===== src/rtl/bht_update_ctrl.sv =====
// bht_update_ctrl: 2-bit BHT counter table with a queued read-modify-write updater.
// Optional macro BHT_CTRL_FWD_EN forwards a same-cycle WR value to lookups.
module bht_update_ctrl #(
  parameter int ADDR_W = 5,
  parameter int QDEPTH = 4
) (
  input  logic              clk,
  input  logic              rst,
  input  logic              fetch_valid,
  input  logic [ADDR_W-1:0] fetch_addr,
  output logic              pred_valid,
  output logic              pred_taken,
  input  logic              upd_valid,
  input  logic [ADDR_W-1:0] upd_addr,
  input  logic              upd_taken,
  output logic              upd_ready,
  output logic              busy,
  output logic              mem_csb0,
  output logic              mem_web0,
  output logic [ADDR_W-1:0] mem_addr0,
  input  logic [1:0]        mem_dout0,
  output logic              mem_csb1,
  output logic              mem_web1,
  output logic [ADDR_W-1:0] mem_addr1,
  output logic [1:0]        mem_din1,
  input  logic [1:0]        mem_dout1
);
  localparam int PW = (QDEPTH > 1) ? $clog2(QDEPTH) : 1;
  localparam int CW = $clog2(QDEPTH + 1);

  typedef enum logic [1:0] {INIT, IDLE, RD, WR} state_t;
  state_t state, state_nx;

  logic [ADDR_W-1:0] init_idx;
  logic [ADDR_W-1:0] q_addr [QDEPTH];
  logic              q_tkn  [QDEPTH];
  logic [PW-1:0]     wr_ptr, rd_ptr;
  logic [CW-1:0]     count;
  logic              push, pop;
  logic [ADDR_W-1:0] wb_addr;
  logic              wb_tkn;
  logic [1:0]        sat_nx;
  logic              look_busy;
  logic [1:0]        ctr;
  logic              unused_ctr;

  assign busy      = (state == INIT);
  assign upd_ready = ~rst & (count < CW'(QDEPTH));
  assign push      = upd_valid & upd_ready;

  assign mem_csb0  = rst | ~fetch_valid;
  assign mem_web0  = 1'b1;
  assign mem_addr0 = fetch_addr;

  always_ff @(posedge clk or posedge rst) begin
    if (rst) state <= INIT;
    else     state <= state_nx;
  end

  always_comb begin
    state_nx = state;
    unique case (state)
      INIT: if (init_idx == '1) state_nx = IDLE;
      IDLE: if (count != '0) state_nx = RD;
      RD:   state_nx = WR;
      WR:   state_nx = (count != '0) ? RD : IDLE;
    endcase
  end

  always_comb begin
    sat_nx = mem_dout1;
    if (wb_tkn) begin
      if (mem_dout1 != 2'b11) sat_nx = mem_dout1 + 2'b01;
    end else if (mem_dout1 != 2'b00) begin
      sat_nx = mem_dout1 - 2'b01;
    end
  end

  always_comb begin
    mem_csb1  = 1'b1;
    mem_web1  = 1'b1;
    mem_addr1 = '0;
    mem_din1  = 2'b00;
    pop       = 1'b0;
    unique case (state)
      INIT: begin
        mem_csb1  = 1'b0;
        mem_web1  = 1'b0;
        mem_addr1 = init_idx;
        mem_din1  = 2'b01;
      end
      IDLE: ;
      RD: begin
        mem_csb1  = 1'b0;
        mem_addr1 = q_addr[rd_ptr];
        pop       = 1'b1;
      end
      WR: begin
        mem_csb1  = 1'b0;
        mem_web1  = 1'b0;
        mem_addr1 = wb_addr;
        mem_din1  = sat_nx;
      end
    endcase
    // the SRAM must stay deselected while reset is held
    if (rst) begin
      mem_csb1 = 1'b1;
      pop      = 1'b0;
    end
  end

  always_ff @(posedge clk or posedge rst) begin
    if (rst) begin
      init_idx <= '0;
      wr_ptr   <= '0;
      rd_ptr   <= '0;
      count    <= '0;
      wb_addr  <= '0;
      wb_tkn   <= 1'b0;
    end else begin
      if (state == INIT) init_idx <= init_idx + 1'b1;
      if (push) wr_ptr <= wr_ptr + 1'b1;
      if (pop) begin
        rd_ptr  <= rd_ptr + 1'b1;
        wb_addr <= q_addr[rd_ptr];
        wb_tkn  <= q_tkn[rd_ptr];
      end
      unique case ({push, pop})
        2'b10:   count <= count + CW'(1);
        2'b01:   count <= count - CW'(1);
        default: count <= count;
      endcase
    end
  end

  always_ff @(posedge clk) begin
    if (push) begin
      q_addr[wr_ptr] <= upd_addr;
      q_tkn[wr_ptr]  <= upd_taken;
    end
  end

  always_ff @(posedge clk or posedge rst) begin
    if (rst) begin
      pred_valid <= 1'b0;
      look_busy  <= 1'b1;
    end else begin
      pred_valid <= fetch_valid;
      look_busy  <= busy;
    end
  end

`ifdef BHT_CTRL_FWD_EN
  logic       fwd_hit;
  logic [1:0] fwd_val;

  always_ff @(posedge clk or posedge rst) begin
    if (rst) begin
      fwd_hit <= 1'b0;
      fwd_val <= 2'b00;
    end else begin
      fwd_hit <= fetch_valid && (state == WR) && (wb_addr == fetch_addr);
      fwd_val <= sat_nx;
    end
  end

  assign ctr = fwd_hit ? fwd_val : mem_dout0;
`else
  assign ctr = mem_dout0;
`endif

  assign pred_taken = pred_valid & ~look_busy & ctr[1];
  assign unused_ctr = ctr[0];
endmodule

===== config.mk =====
export PLATFORM = sky130hd
export DESIGN_NAME = bht_update_ctrl
export DESIGN_NICKNAME = d
export VERILOG_FILES = /design/src/rtl/bht_update_ctrl.sv
export SDC_FILE = /design/constraint.sdc
export NUM_CORES = 1
export LEC_CHECK = 0
export BUFFER_PORTS_ARGS = -buffer_cell sky130_fd_sc_hd__buf_2
export CORE_ASPECT_RATIO = 0.5
export CORE_MARGIN = 2
export CORE_UTILIZATION = 55
export CTS_CLUSTER_DIAMETER = 60
export DETAILED_ROUTE_END_ITERATION = 6
export PLACE_DENSITY = 0.79
export RECOVER_POWER = 100
export SYNTH_ARGS = -nofsm -noshare
export SYNTH_HDL_FRONTEND = slang
export SYNTH_SLANG_ARGS = --single-unit

===== constraint.sdc =====
create_clock -name clk -period 2.4 [get_ports clk]
set_input_delay 0.12 -clock clk [delete_from_list [all_inputs] [get_ports clk]]
set_output_delay 0.12 -clock clk [all_outputs]
set_load 0.005 [all_outputs]

==> results by group, run 1 <==
GRT
  – Wire length of the first global-routing pass: 5.40 mm
  – Global Route Usage Sum: 17.2%
  – Vias in the first global route: 1130
  – Pin count of the biggest net entering global routing: 24
  – Number of antenna violations at the first check in global routing: 0
  – Global route overflow: 0

Yosys
  – Number of enable flip-flop cells after synthesis: 24
  – Fraction of post-synthesis cell area in the top cell type by area: ~33%
  – Prevailing post-synth register cell: sky130_fd_sc_hd__edfxtp_1
  – Post-synth ARST share: between 40% and 50%
  – Mean Syn Cell Area: 14.6 sq um
  – Gate count of the mapped netlist: 148
  – Synthesized-area fraction occupied by xor and xnor cells: 3.65%
  – Mux contribution to synthesized area: 11.8%
  – Count of warnings emitted by yosys: 0
  – Post-synthesis compound-gate area fraction: 4.93%
  – Simple-gate share of the synthesized area: 6.21%
  – #FFs+latches synth: 46
  – Post-Synthesis Cell Area: 0.00216 sq mm
  – Leading area contributor after synthesis: sky130_fd_sc_hd__edfxtp_1
  – Share of synthesized area occupied by flip-flops and latches: 59.0%
  – Cell types with the largest area share after synthesis: sky130_fd_sc_hd__edfxtp_1, sky130_fd_sc_hd__dfrtp_1, sky130_fd_sc_hd__ha_1
  – Adder and majority gate portion of the synthesized area: 8.82%
  – Net count of the mapped netlist: 180
  – Main combinational cell family by area after synthesis: multiplexers
  – Unique masters post-synth: 34

Place
  – Placed wire-length estimate after detailed placement: 2.44 mm
  – Total placed cells including tap cells: 220
  – I/O Buffers: 26
  – Placer's final routability congestion estimate: 0.755
  – Post-DP Area: 0.00230 sq mm

Critical path
  – Critical path class: reg -> reg
  – Number of cell instances on the worst register-to-register path: 9
  – Data required time at the worst endpoint: 2.63 ns
  – R2r startpoint: state[0]$_DFFE_PP0P_
  – Critical path launch point: state[0]$_DFFE_PP0P_
  – Data arrival time of the critical path: 2.42 ns
  – Nature of the critical path startpoint: flip-flop
  – Highest fanout seen on the critical path: 7
  – Type of element capturing the critical path: flip-flop

CTS
  – Clock H-tree levels: 2
  – Latest clock arrival within the worst-skew pair: around 0.30 ns
  – Max clock buf depth: 2
  – Clock Sink Count: 46
  – TritonCTS clock tree: yes
  – Count of buffers added by post-CTS timing repair for setup: 0
  – Root Buffer Master: sky130_fd_sc_hd__clkbuf_8
  – Clock slew at reported path FFs: 0.08 ns
  – Total CTS buffers: 5

Timing
  – Transition at the pin with the smallest max-transition slack: 0.597 ns
  – Post-route clock skew: 0.00728 ns
  – Final period utilization: 91.3%
  – Aggregate negative setup slack: 0 ns
  – Setup repair after global routing missed its margin: false
  – Slew HR: 60.2%
  – Hold Violations, Final: 0
  – Number of endpoints failing setup at the final stage: 0
  – Fmax: 457 MHz
  – Max-slew violation total from the final report: 0
  – Crit path time final: 2.19 ns

Drt
  – Antenna Nets Post-Route: 0
  – Count of unresolved DRC violations after routing: 0
  – WL final: between 3 and 4 mm
  – Via density: 5.27
  – DRC violation total after the first TritonRoute iteration: 72
  – Total via count after detailed routing: 1213
  – Detail-routed net length per standard cell: between 10 and 15 microns
  – Total iterations of the first detailed-routing run: 6

Cells and area
  – Diode insertion count for antenna repair: 0
  – Area delta synth->final: 10.1%
  – Most frequent cells in the layout: sky130_fd_sc_hd__edfxtp_1, sky130_fd_sc_hd__dfrtp_1, sky130_fd_sc_hd__clkbuf_1
  – Cell Count, Final, Fillers Out: between 200 and 250
  – Post-layout instance area: approximately 0.0024 sq mm
  – Fraction of layout instances using a drive strength above 1: between 10% and 20%
  – Most common cell after layout, fill and taps aside: sky130_fd_sc_hd__edfxtp_1
  – Total Nets Final: just over 200

Die
  – Standard-cell rows: 16
  – Io pins: 39
  – CORE AREA: around 0.0038 sq mm
  – Die Span X: 92.6 microns
  – Initial cell density of the core: 56.4%
  – Height of the chip: 48.3 microns
  – DIE AREA: 0.00447 sq mm

Pwr
  – P per Cell Area: 1110 mW/mm^2
  – Standby leakage power: roughly 1 nW
  – Maximum ir drop on the vdd rail: 0.000444 V
  – Post-layout total power: 2.65 mW

Run
  – Max-cap check violation count: 0

Min path
  – HP Start: upd_addr[1]
  – Number of cells on the worst hold path: 1
  – Class of the worst hold path: in -> reg

Status
  – Run status: complete, no violations
## report_power, final
| part | switching [mW] | total [mW] | internal (mW) |
|---|---|---|---|
| clock | 0.238 | 0.438 | 0.200 |
| combinational | 0.480 | 0.973 | 0.493 |
| sequential | 0.191 | 1.24 | 1.05 |
| total | 0.908 | 2.65 | 1.74 |
## worst max-delay path: stages, from the launching register on
cell and delay, ns:
sky130_fd_sc_hd__dfrtp_1 0.43, sky130_fd_sc_hd__inv_1 0.14, sky130_fd_sc_hd__ha_1 0.31, sky130_fd_sc_hd__nor2b_1 0.21, sky130_fd_sc_hd__ha_1 0.20, sky130_fd_sc_hd__inv_1 0.06, sky130_fd_sc_hd__fa_1 0.37, sky130_fd_sc_hd__xor2_1 0.15
sky130_fd_sc_hd__nor2_1 0.11, sky130_fd_sc_hd__xor2_1 0.15
## stage by stage
step | hold slack (ns) | utilization [%] | setup WS, ns
6_report | 0.0803 | 62.1 | 0.210
5_1_grt | 0.0842 | 62.1 | 0.0238
3_3_place_gp | 0.196 | 60.2 | 0.302
3_5_place_dp | 0.207 | 60.2 | 0.199
2_1_floorplan | 0.117 | - | 0.247
4_1_cts | 0.0301 | 62.8 | 0.196
## layer usage
| layer | share of wire, % | global-route usage [%] | wire length, microns |
|---|---|---|---|
| met1 | 48 | 22.1 | 1570 |
| met3 | 5.2 | 4.95 | 171 |
| met2 | 45 | 27.4 | 1490 |
| met4 | 2.2 | 10.7 | 72 |
| met5 | 0 | 0 | 0 |
## Yosys cell counts, drive strengths merged, types with 4 or more instances
cell and count:
dfrtp 21, xnor2 5, buf 9, mux4 6
xor2 4, mux2 8, edfxtp 24, a222oi 5
nor2 9, inv 11, ha 12, and3 5
nand2 5
## worst paths after layout
kind	slack, ns	end
setup / recovery	0.21	count[2]$_DFFE_PP0P_
hold / removal	0.08	q_addr[2][1]$_DFFE_PP_
setup reg to reg	0.21	count[2]$_DFFE_PP0P_
hold reg to reg	0.50	count[0]$_DFFE_PP0P_
max in group asynchronous	1.69	look_busy$_DFF_PP1_
min in group asynchronous	0.43	wr_ptr[0]$_DFFE_PP0P_
## logic make-up after synthesis
| kind of cell | after synthesis |
|---|---|
| flops | 46 |
| simple gates | 27 |
| buf+inv | 22 |
| fa+ha+maj | 15 |
| mux | 15 |
| compound gates | 13 |
| xor+xnor | 9 |
| other cells | 1 |
## registers in the layout, indices dropped and copies added, names as in the netlist
signal      flops
q_addr         20
pred_valid      1
wr_ptr          2
count           3
look_busy       1
state           2
q_tkn           4
rd_ptr          2
init_idx        5
wb_tkn          1
wb_addr         5
## final cells by class
class                           count  area [sq um]
Clock buffer                        6          72.6
Clock inverter                      2          8.76
Fill cell                         308          1450
Inverter                           11          41.3
Multi-Input combinational cell     80           767
Sequential cell                    46          1270
Tap cell                           54          67.6
Timing Repair Buffer               31           145
## repair_timing
action | in CTS | in global routing
hold endpoints to repair | 22 | 0
gates resized for setup | 0 | 0
hold buffers | 2 | 0
Note: power is estimated with default switching activity, not from simulation.
==> run 2: changes to the inputs <==
Settings changed: PLACE_DENSITY 0.79 to 0.8.
==> run 2 against run 1 <==
Net effect: clock-buffer cell count fell by 1; combinational power rose by 0.6%; cell area rose by 0.37%; critical endpoint unchanged; largest power group unchanged; highest routed layer unchanged; wire length rose by 6.3%; critical path type unchanged; maximum frequency rose by 1.9%; clock skew fell by 0.0026 ns.
==> results by group, run 2 (synthesis results as in run 1) <==
Die
  – Standard-cell rows: 16 (unchanged)
  – Height of the chip: 48.3 microns (unchanged)
  – Initial cell density of the core: 56.4% (unchanged)
  – DIE AREA: 0.00447 sq mm (unchanged)
  – Io pins: 39 (unchanged)
  – Die Span X: 92.6 microns (unchanged)
  – CORE AREA: 0.00382 sq mm (unchanged)

GRT
  – Global Route Usage Sum: 17.2% (-0.026 points)
  – Global route overflow: 0 (unchanged)
  – Number of antenna violations at the first check in global routing: 0 (unchanged)
  – Wire length of the first global-routing pass: 5.37 mm (-0.50%)
  – Vias in the first global route: 1078 (-4.6%)
  – Pin count of the biggest net entering global routing: 24 (unchanged)

Timing
  – Hold Violations, Final: 0 (unchanged)
  – Crit path time final: 2.15 ns (-0.0416 ns)
  – Aggregate negative setup slack: 0 ns (unchanged)
  – Post-Route Hold Slack: 0.0790 ns (-0.00132 ns)
  – Slew HR: 59.9% (-0.34 points)
  – Setup repair after global routing missed its margin: false
  – Fmax: 465 MHz (+1.9%)
  – Post-route clock skew: 0.00469 ns (-0.00259 ns)
  – Max-slew violation total from the final report: 0 (unchanged)
  – Transition at the pin with the smallest max-transition slack: 0.602 ns (+0.00517 ns)
  – Final period utilization: 89.5% (-1.7 points)
  – Number of endpoints failing setup at the final stage: 0 (unchanged)

Drt
  – Count of unresolved DRC violations after routing: 0 (unchanged)
  – Antenna Nets Post-Route: 0 (unchanged)
  – DRC violation total after the first TritonRoute iteration: 52 (-28%)
  – Detail-routed net length per standard cell: 15.3 microns (+6.3%)
  – Total iterations of the first detailed-routing run: 4 (-2)
  – Via density: 5.43 (+3.1%)
  – WL final: 3.52 mm (+6.3%)
  – Total via count after detailed routing: 1250 (+3.1%)

CTS
  – Max clock buf depth: 2 (unchanged)
  – TritonCTS clock tree: yes
  – Root Buffer Master: sky130_fd_sc_hd__clkbuf_8
  – Total CTS buffers: 5 (unchanged)
  – Clock slew at reported path FFs: 0.09 ns (about the same)
  – Clock Sink Count: 46 (unchanged)
  – Count of buffers added by post-CTS timing repair for setup: 0 (unchanged)
  – Latest clock arrival within the worst-skew pair: 0.30 ns (about the same)
  – Clock H-tree levels: 2 (unchanged)

Cells and area
  – Biggest regs: q_addr: 20 flops, init_idx: 5 flops, wb_addr: 5 flops
  – Most flop-heavy register: q_addr
  – Layout Utilization: 62.3% (+0.23 points)
  – Fraction of layout instances using a drive strength above 1: 16.5% (+0.57 points)
  – Fill cell instance count of the final layout: 296 (-3.9%)
  – Most common cell after layout, fill and taps aside: sky130_fd_sc_hd__edfxtp_1
  – Area delta synth->final: 10.5%
  – Cell Count, Final, Fillers Out: 230 (unchanged)
  – Diode insertion count for antenna repair: 0 (unchanged)
  – Most frequent cells in the layout: sky130_fd_sc_hd__edfxtp_1, sky130_fd_sc_hd__dfrtp_1, sky130_fd_sc_hd__clkbuf_1
  – Post-layout instance area: 0.00238 sq mm (+0.37%)
  – Total Nets Final: 207 (unchanged)
  – Largest register FFs: 20 (unchanged)

Status
  – Run status: complete, no violations

Place
  – Placer's final routability congestion estimate: 0.760 (+0.65%)
  – I/O Buffers: 26 (unchanged)
  – Post-DP Area: 0.00230 sq mm (unchanged)
  – Total placed cells including tap cells: 220 (unchanged)
  – Placed wire-length estimate after detailed placement: 2.49 mm (+2.2%)

Critical path
  – Highest fanout seen on the critical path: 7 (unchanged)
  – Cells along the critical path: inv_1 > ha_2 > nor2b_1 > ha_1 > inv_1 > fa_1 > xor2_1 > nor2_1 > xor2_1
  – Data required time at the worst endpoint: 2.63 ns (about the same)
  – Type of element capturing the critical path: flip-flop
  – Cell type of the slowest stage on the worst timing path: sky130_fd_sc_hd__dfrtp_1
  – Critical path class: reg -> reg
  – CP max stage delay: 0.44 ns (about the same)
  – Nature of the critical path startpoint: flip-flop
  – Data arrival time of the critical path: 2.37 ns (-0.05 ns)

Min path
  – Class of the worst hold path: in -> reg

Pwr
  – P per Cell Area: 1130 mW/mm^2 (+1.0%)
  – Maximum ir drop on the vdd rail: 0.000412 V (-7.3%)
  – Standby leakage power: 0.980 nW (-0.55%)

Run
  – Max-cap check violation count: 0 (unchanged)
[run 2: per-layer routing]
layer | share of wire [%] | vias up | track usage [%]
met5 | 0 | - | 0
met4 | 1.4 | 0 | 8.66
met3 | 4.6 | 7 | 4.48
met2 | 47 | 31 | 26.7
met1 | 47 | 627 | 23.5
li1 | - | 585 | -
[run 2: critical path: cells and delay by family (launching register included)]
| family | cells | cell delay, ns |
|---|---|---|
| fa+ha+maj | 3 | 0.84 |
| xor+xnor | 2 | 0.30 |
| buf+inv | 2 | 0.20 |
| flops | 1 | 0.44 |
| simple gates | 2 | 0.31 |
[run 2: what timing repair did]
action,CTS,global route
endpoints found under the hold margin,22,0
endpoints found under the setup margin,0,1
hold buffers,2,0
gates resized for setup,0,1
[run 2: cell type report]
type                       instances  area (sq um)  area share, %
tap                               54          67.6           2.83
clock inverter                     3          20.0          0.840
clock buffer                       5          68.8           2.89
sequential                        46          1270           53.4
multi-input combinational         80           769           32.3
inverter                          11          41.3           1.73
timing repair buffer              31           144           6.04
[run 2: power by group]
group	leakage (nW)	internal, mW	switching [mW]
logic	0.457	0.491	0.487
clock network	0.0422	0.205	0.261
registers	0.481	1.05	0.194
total	0.980	1.74	0.943
[run 2: worst paths after layout]
path	depth (start not counted)	startpoint	end	slack, ns
min in group asynchronous	4	rst	count[1]$_DFFE_PP0P_	0.47
hold / removal	1	upd_addr[0]	q_addr[3][0]$_DFFE_PP_	0.08
max in group asynchronous	4	rst	look_busy$_DFF_PP1_	1.65
setup / recovery	9	state[0]$_DFFE_PP0P_	count[2]$_DFFE_PP0P_	0.25
hold reg to reg	1	count[0]$_DFFE_PP0P_	count[0]$_DFFE_PP0P_	0.51
setup reg to reg	9	state[0]$_DFFE_PP0P_	count[2]$_DFFE_PP0P_	0.25
[run 2: metrics by stage]
| step | worst slack, ns | power (mW) |
|---|---|---|
| global route | 0.0308 | 2.89 |
| detailed placement | 0.207 | 2.25 |
| floorplan | 0.247 | 1.97 |
| CTS | 0.195 | 2.72 |
| finish | 0.252 | 2.68 |
| global placement | 0.308 | 2.19 |
